## config.mk

```make
export PLATFORM = sky130hd
export DESIGN_NAME = pixel_frame_assembler
export DESIGN_NICKNAME = d
export VERILOG_FILES = /design/src/rtl/pixel_frame_assembler.sv
export SDC_FILE = /design/constraint.sdc
export NUM_CORES = 1
export LEC_CHECK = 0
export CAP_MARGIN = 15
export CELL_PAD_IN_SITES_DETAIL_PLACEMENT = 0
export CELL_PAD_IN_SITES_GLOBAL_PLACEMENT = 1
export CORE_MARGIN = 3
export CORE_UTILIZATION = 35
export DETAILED_ROUTE_END_ITERATION = 10
export PLACE_DENSITY_LB_ADDON = 0.1
export SYNTH_ARGS = -nofsm -noshare
export SYNTH_HDL_FRONTEND = slang
export SYNTH_SLANG_ARGS = --single-unit
```

## constraint.sdc

```tcl
create_clock -name clk -period 2.6 [get_ports clk]
set_clock_uncertainty 0.2 [all_clocks]
set_input_delay 0.52 -clock clk [delete_from_list [all_inputs] [get_ports clk]]
set_output_delay 0.52 -clock clk [all_outputs]
set_load 0.005 [all_outputs]
```

## src/rtl/pixel_frame_assembler.sv

```systemverilog
// Binarizes a serial grayscale pixel stream and assembles 12x12 frames into a 144-bit feature vector.
// Optional build macro MIN_INK_EN rejects frames whose ink count is below MIN_INK.
module pixel_frame_assembler #(
  parameter int FRAME_BITS = 144,
  parameter int MIN_INK    = 8
) (
  input  logic                  clk,
  input  logic                  reset_n,
  input  logic                  pix_valid,
  output logic                  pix_ready,
  input  logic [7:0]            pix_data,
  input  logic                  pix_sof,
  input  logic [7:0]            threshold,
  output logic [FRAME_BITS-1:0] feature,
  output logic                  feat_valid,
  input  logic                  feat_ready,
  output logic                  predict,
  output logic [7:0]            ink_count,
  output logic                  frame_err
);

  localparam int CNT_W = $clog2(FRAME_BITS);
  localparam logic [CNT_W-1:0] LAST = CNT_W'(FRAME_BITS - 1);

`ifdef MIN_INK_EN
  localparam bit MinInkOn = 1'b1;
`else
  localparam bit MinInkOn = 1'b0;
`endif

  typedef enum logic {IDLE, FILL} state_t;

  state_t                  state_q;
  logic [CNT_W-1:0]        cnt_q;
  logic [FRAME_BITS-1:0]   asm_q;
  logic [7:0]              ink_run_q;
  logic [FRAME_BITS-1:0]   feature_q;
  logic [7:0]              ink_count_q;
  logic                    feat_valid_q;
  logic                    predict_q;
  logic                    frame_err_q;

  logic                    accept;
  logic                    pix_bit;
  logic [CNT_W-1:0]        idx_d;
  logic [FRAME_BITS-1:0]   asm_d;
  logic [7:0]              ink_d;
  logic                    reject;

  // Only the last beat of a frame can stall, and only while the previous frame is still unacknowledged.
  assign pix_ready = !((state_q == FILL) && (cnt_q == LAST) && feat_valid_q && !feat_ready);
  assign accept    = pix_valid && pix_ready;
  assign pix_bit   = (pix_data >= threshold);

  always_comb begin
    idx_d = pix_sof ? LAST : (LAST - cnt_q);
    asm_d = pix_sof ? '0 : asm_q;
    asm_d[idx_d] = pix_bit;
    ink_d = pix_sof ? {7'd0, pix_bit} : (ink_run_q + {7'd0, pix_bit});
    reject = MinInkOn && (ink_d < 8'(MIN_INK));
  end

  always_ff @(posedge clk or negedge reset_n) begin
    if (!reset_n) begin
      state_q      <= IDLE;
      cnt_q        <= '0;
      asm_q        <= '0;
      ink_run_q    <= '0;
      feature_q    <= '0;
      ink_count_q  <= '0;
      feat_valid_q <= 1'b0;
      predict_q    <= 1'b0;
      frame_err_q  <= 1'b0;
    end else begin
      frame_err_q <= 1'b0;
      if (feat_valid_q && feat_ready) feat_valid_q <= 1'b0;
      if (accept) begin
        case (state_q)
          IDLE: begin
            if (pix_sof) begin
              asm_q     <= asm_d;
              ink_run_q <= ink_d;
              cnt_q     <= CNT_W'(1);
              state_q   <= FILL;
            end else begin
              frame_err_q <= 1'b1;
            end
          end
          FILL: begin
            if (pix_sof) begin
              asm_q       <= asm_d;
              ink_run_q   <= ink_d;
              cnt_q       <= CNT_W'(1);
              frame_err_q <= 1'b1;
            end else if (cnt_q != LAST) begin
              asm_q     <= asm_d;
              ink_run_q <= ink_d;
              cnt_q     <= cnt_q + CNT_W'(1);
            end else begin
              // Last pixel: publish directly from the next-state assembly so bit 0 is included.
              state_q <= IDLE;
              cnt_q   <= '0;
              if (reject) begin
                frame_err_q <= 1'b1;
              end else begin
                feature_q    <= asm_d;
                ink_count_q  <= ink_d;
                feat_valid_q <= 1'b1;
                predict_q    <= 1'b1;
              end
            end
          end
        endcase
      end
    end
  end

  assign feature    = feature_q;
  assign ink_count  = ink_count_q;
  assign feat_valid = feat_valid_q;
  assign predict    = predict_q;
  assign frame_err  = frame_err_q;

endmodule

```

==> results.json <==
{
  "route.detailed.drc": 0,
  "cts_tree": "done",
  "yosys_warnings": 0,
  "ys.flop_type": "dfrtp_1",
  "die_area_mm2": 0.0439,
  "yosysMostFrequentCell": "dfrtp_1",
  "drive_gt1_frac": 0.161,
  "grt_max_degree": 59,
  "final_cells": 2260,
  "area_delta_synth_final_pct": 33.2,
  "dp_hpwl_um": 32500,
  "path_class": "input pin to register",
  "timing.fmax_mhz": 395,
  "crit_path_frequent_cell": "ha_4",
  "antenna_found_initial": 0,
  "port_buffers": 176,
  "seq_area_frac_synth": 0.545,
  "yosysTopAreaCell": "dfrtp_1",
  "synthTopCellsByCount": "dfrtp_1, nand2_1, o21ai_0",
  "grt_pass1_vias": 12473,
  "drv_slew": 0,
  "die_h_um": 210,
  "ir_worst_vdd_uv": 390,
  "ys_ff_latch": 316,
  "final_nets": 1744,
  "drt-total-wl_um": 47200,
  "cp-end-kind": "register",
  "grt_pass1_wl_um": 75700,
  "worst_slew_pin_slew_ns": 0.554,
  "synth_cells": 1480,
  "dp.cells": 2187,
  "cp.depth": 12,
  "synthArstFlopShare": 1.00,
  "leakagePower_nw": 8.17,
  "core-area_mm2": 0.0404,
  "clock_sinks": 316,
  "overflow": 0,
  "start_util": 0.359,
  "clk_pin_slew_ns": 0.06,
  "required_ns": 2.88,
  "clk_path_buf_depth": 3,
  "h-tree-depth": 2,
  "fillCellCount": 3825,
  "synth_top_area_frac": 0.545,
  "synth-edff-count": 0,
  "syn_avg_cell_area_um2": 9.80,
  "critPathBufInv": 2,
  "setup_violations": 0,
  "drt-vias-per-instance": 5.50,
  "antenna_left": 0,
  "clk_latency_ns": 0.55,
  "rows": 73,
  "grt.total_usage": 0.216,
  "slowest_delay_ns": 0.39,
  "r2r_cells": 8,
  "hold_viol": 0,
  "post-route-period-util": 0.975,
  "wl_per_cell_um": 20.9,
  "slew_headroom": 0.631,
  "holdWs_ns": 0.269,
  "utilization": 0.479,
  "drtIter0Drc": 956,
  "syn_area_mm2": 0.0145,
  "status": "completed",
  "vias": 12439,
  "syn_nets": 1516,
  "worstPathArrival_ns": 2.81,
  "routabilityCongestion": 0.806,
  "drt_first_pass_iters": 5,
  "startpoint_type": "input pin",
  "crit_path_top_delay_cell": "a2111o_1",
  "cp_top_family": "compound AO/OA/AOI/OAI gates",
  "hp-class": "register to register",
  "ios": 177,
  "power_per_cell_area_mw_per_mm2": 573,
  "min_path_cells": 2,
  "die_w_um": 210,
  "cts_buffers": 37,
  "synthTopCellsByArea": "dfrtp_1, nand2_1, o21ai_0",
  "cts.root.buffer_cell": "clkbuf_16",
  "cp_cell_sequence": "dlygate4sd2_1, ha_4, nand2b_4, a2111o_1, a311oi_4, inv_2, ha_4, ha_4, nand2_2, o21ai_1, a211oi_2, a21o_1",
  "setup_tns_ns": 0,
  "critPathMaxFanout": 4,
  "antennaDiodeCount": 0,
  "cap_violations": 0,
  "post-route-min-period_ns": 2.53,
  "ys_types": 69
}
worst reg2reg max path: stages (launching register included):
cell and delay, ns:
dfrtp_1 0.38, inv_2 0.08, ha_4 0.14, buf_4 0.16
nor4b_1 0.36, a32o_1 0.30, or2_1 0.17, nand3_2 0.26
o21ai_0 0.29
report_power, final:
group / switching (mW) / internal [mW] / leakage [nW]
Sequential: 0.0531 / 4.96 / 4.39
Clock: 2.07 / 3.09 / 0.596
Combinational: 0.593 / 0.314 / 3.18
placed cells by master, fill, tap and decap left out, types with 4 or more instances in the layout:
cell	netlist	final
a211o_1	4	4
a21oi_1	48	47
a22o_1	5	5
a31oi_1	31	31
a32o_1	20	20
a32oi_1	5	5
and3_1	9	9
and3b_1	5	5
buf_12	0	33
buf_4	7	125
clkbuf_1	92	11
clkbuf_16	0	39
clkbuf_8	0	12
clkdlybuf4s50_1	0	167
dfrtp_1	316	314
ha_1	15	5
ha_4	0	7
inv_1	14	12
mux2_4	0	5
mux2i_1	4	4
nand2_1	278	274
nand2_2	1	5
nand2b_1	6	5
nand3_1	48	45
nand3_2	5	6
nand3_4	3	5
nand3b_1	4	4
nand4_1	6	6
nor2_1	41	38
nor2b_1	8	8
nor3_1	8	7
nor4_1	5	5
o21ai_0	188	169
o21ai_1	9	27
o311ai_0	81	77
o311ai_1	3	7
o31ai_1	94	94
or3_1	5	4
or4_1	4	4
xnor2_1	4	4
stage by stage:
step / cell area [µm²] / power [mW] / setup slack [ns]
floorplan: 14700 / 5.51 / -0.236
global placement: 18000 / 5.99 / -0.746
detailed placement: 18000 / 5.99 / -0.756
CTS: 19200 / 11.2 / 0.00762
global route: 19300 / 11.6 / -0.0213
finish: 19300 / 11.1 / 0.0658
cell families after synthesis:
logic type / synth area share
compound gates: 0.234
xor+xnor: 0.00423
fa+ha+maj: 0.0129
buf+inv: 0.0514
flops: 0.545
mux: 0.00742
simple gates: 0.145
final cells by class:
cell class | instances | area, µm² | area share
Tap cell | 525 | 657 | 0.0340
Clock inverter | 4 | 23.8 | 0.00123
Clock buffer | 62 | 1180 | 0.0612
Sequential cell | 316 | 7910 | 0.409
Timing Repair Buffer | 336 | 3390 | 0.175
Multi-Input combinational cell | 1000 | 6090 | 0.315
Inverter | 17 | 73.8 | 0.00382
sequential cells by signal, indices dropped and copies added, names as in the netlist:
signal      flops
feat_valid      1
frame_err       1
asm_q         144
cnt_q           8
feature       144
ink_count       8
ink_run_q       8
predict         1
state_q         1
what timing repair did:
item                                    4_1_cts  5_1_grt
endpoints found under the setup margin       68       55
endpoints found under the hold margin        49        0
pin swaps                                    10       13
buffers inserted                              2        4
resized for setup                            16       19
hold buffers                                  1        0
worst paths after layout:
check / start / end / slack (ns)
max in group asynchronous: reset_n / asm_q[103] / 1.16
min in group asynchronous: reset_n / feature[88] / 0.32
max reg2reg: cnt_q[5] / asm_q[129] / 0.17
min reg2reg: feature[11] / feature[11] / 0.27
min: feature[11] / feature[11] / 0.27
max: threshold[0] / ink_count[6] / 0.07
metal layers:
layer | vias up | track usage | share of wire
met3 | 58 | 0.0369 | 0.047
met5 | - | 0 | 0
li1 | 5905 | - | -
met2 | 326 | 0.337 | 0.46
met4 | 0 | 0.0453 | 0.015
met1 | 6150 | 0.316 | 0.48
Note: power is estimated with default switching activity, not from simulation.
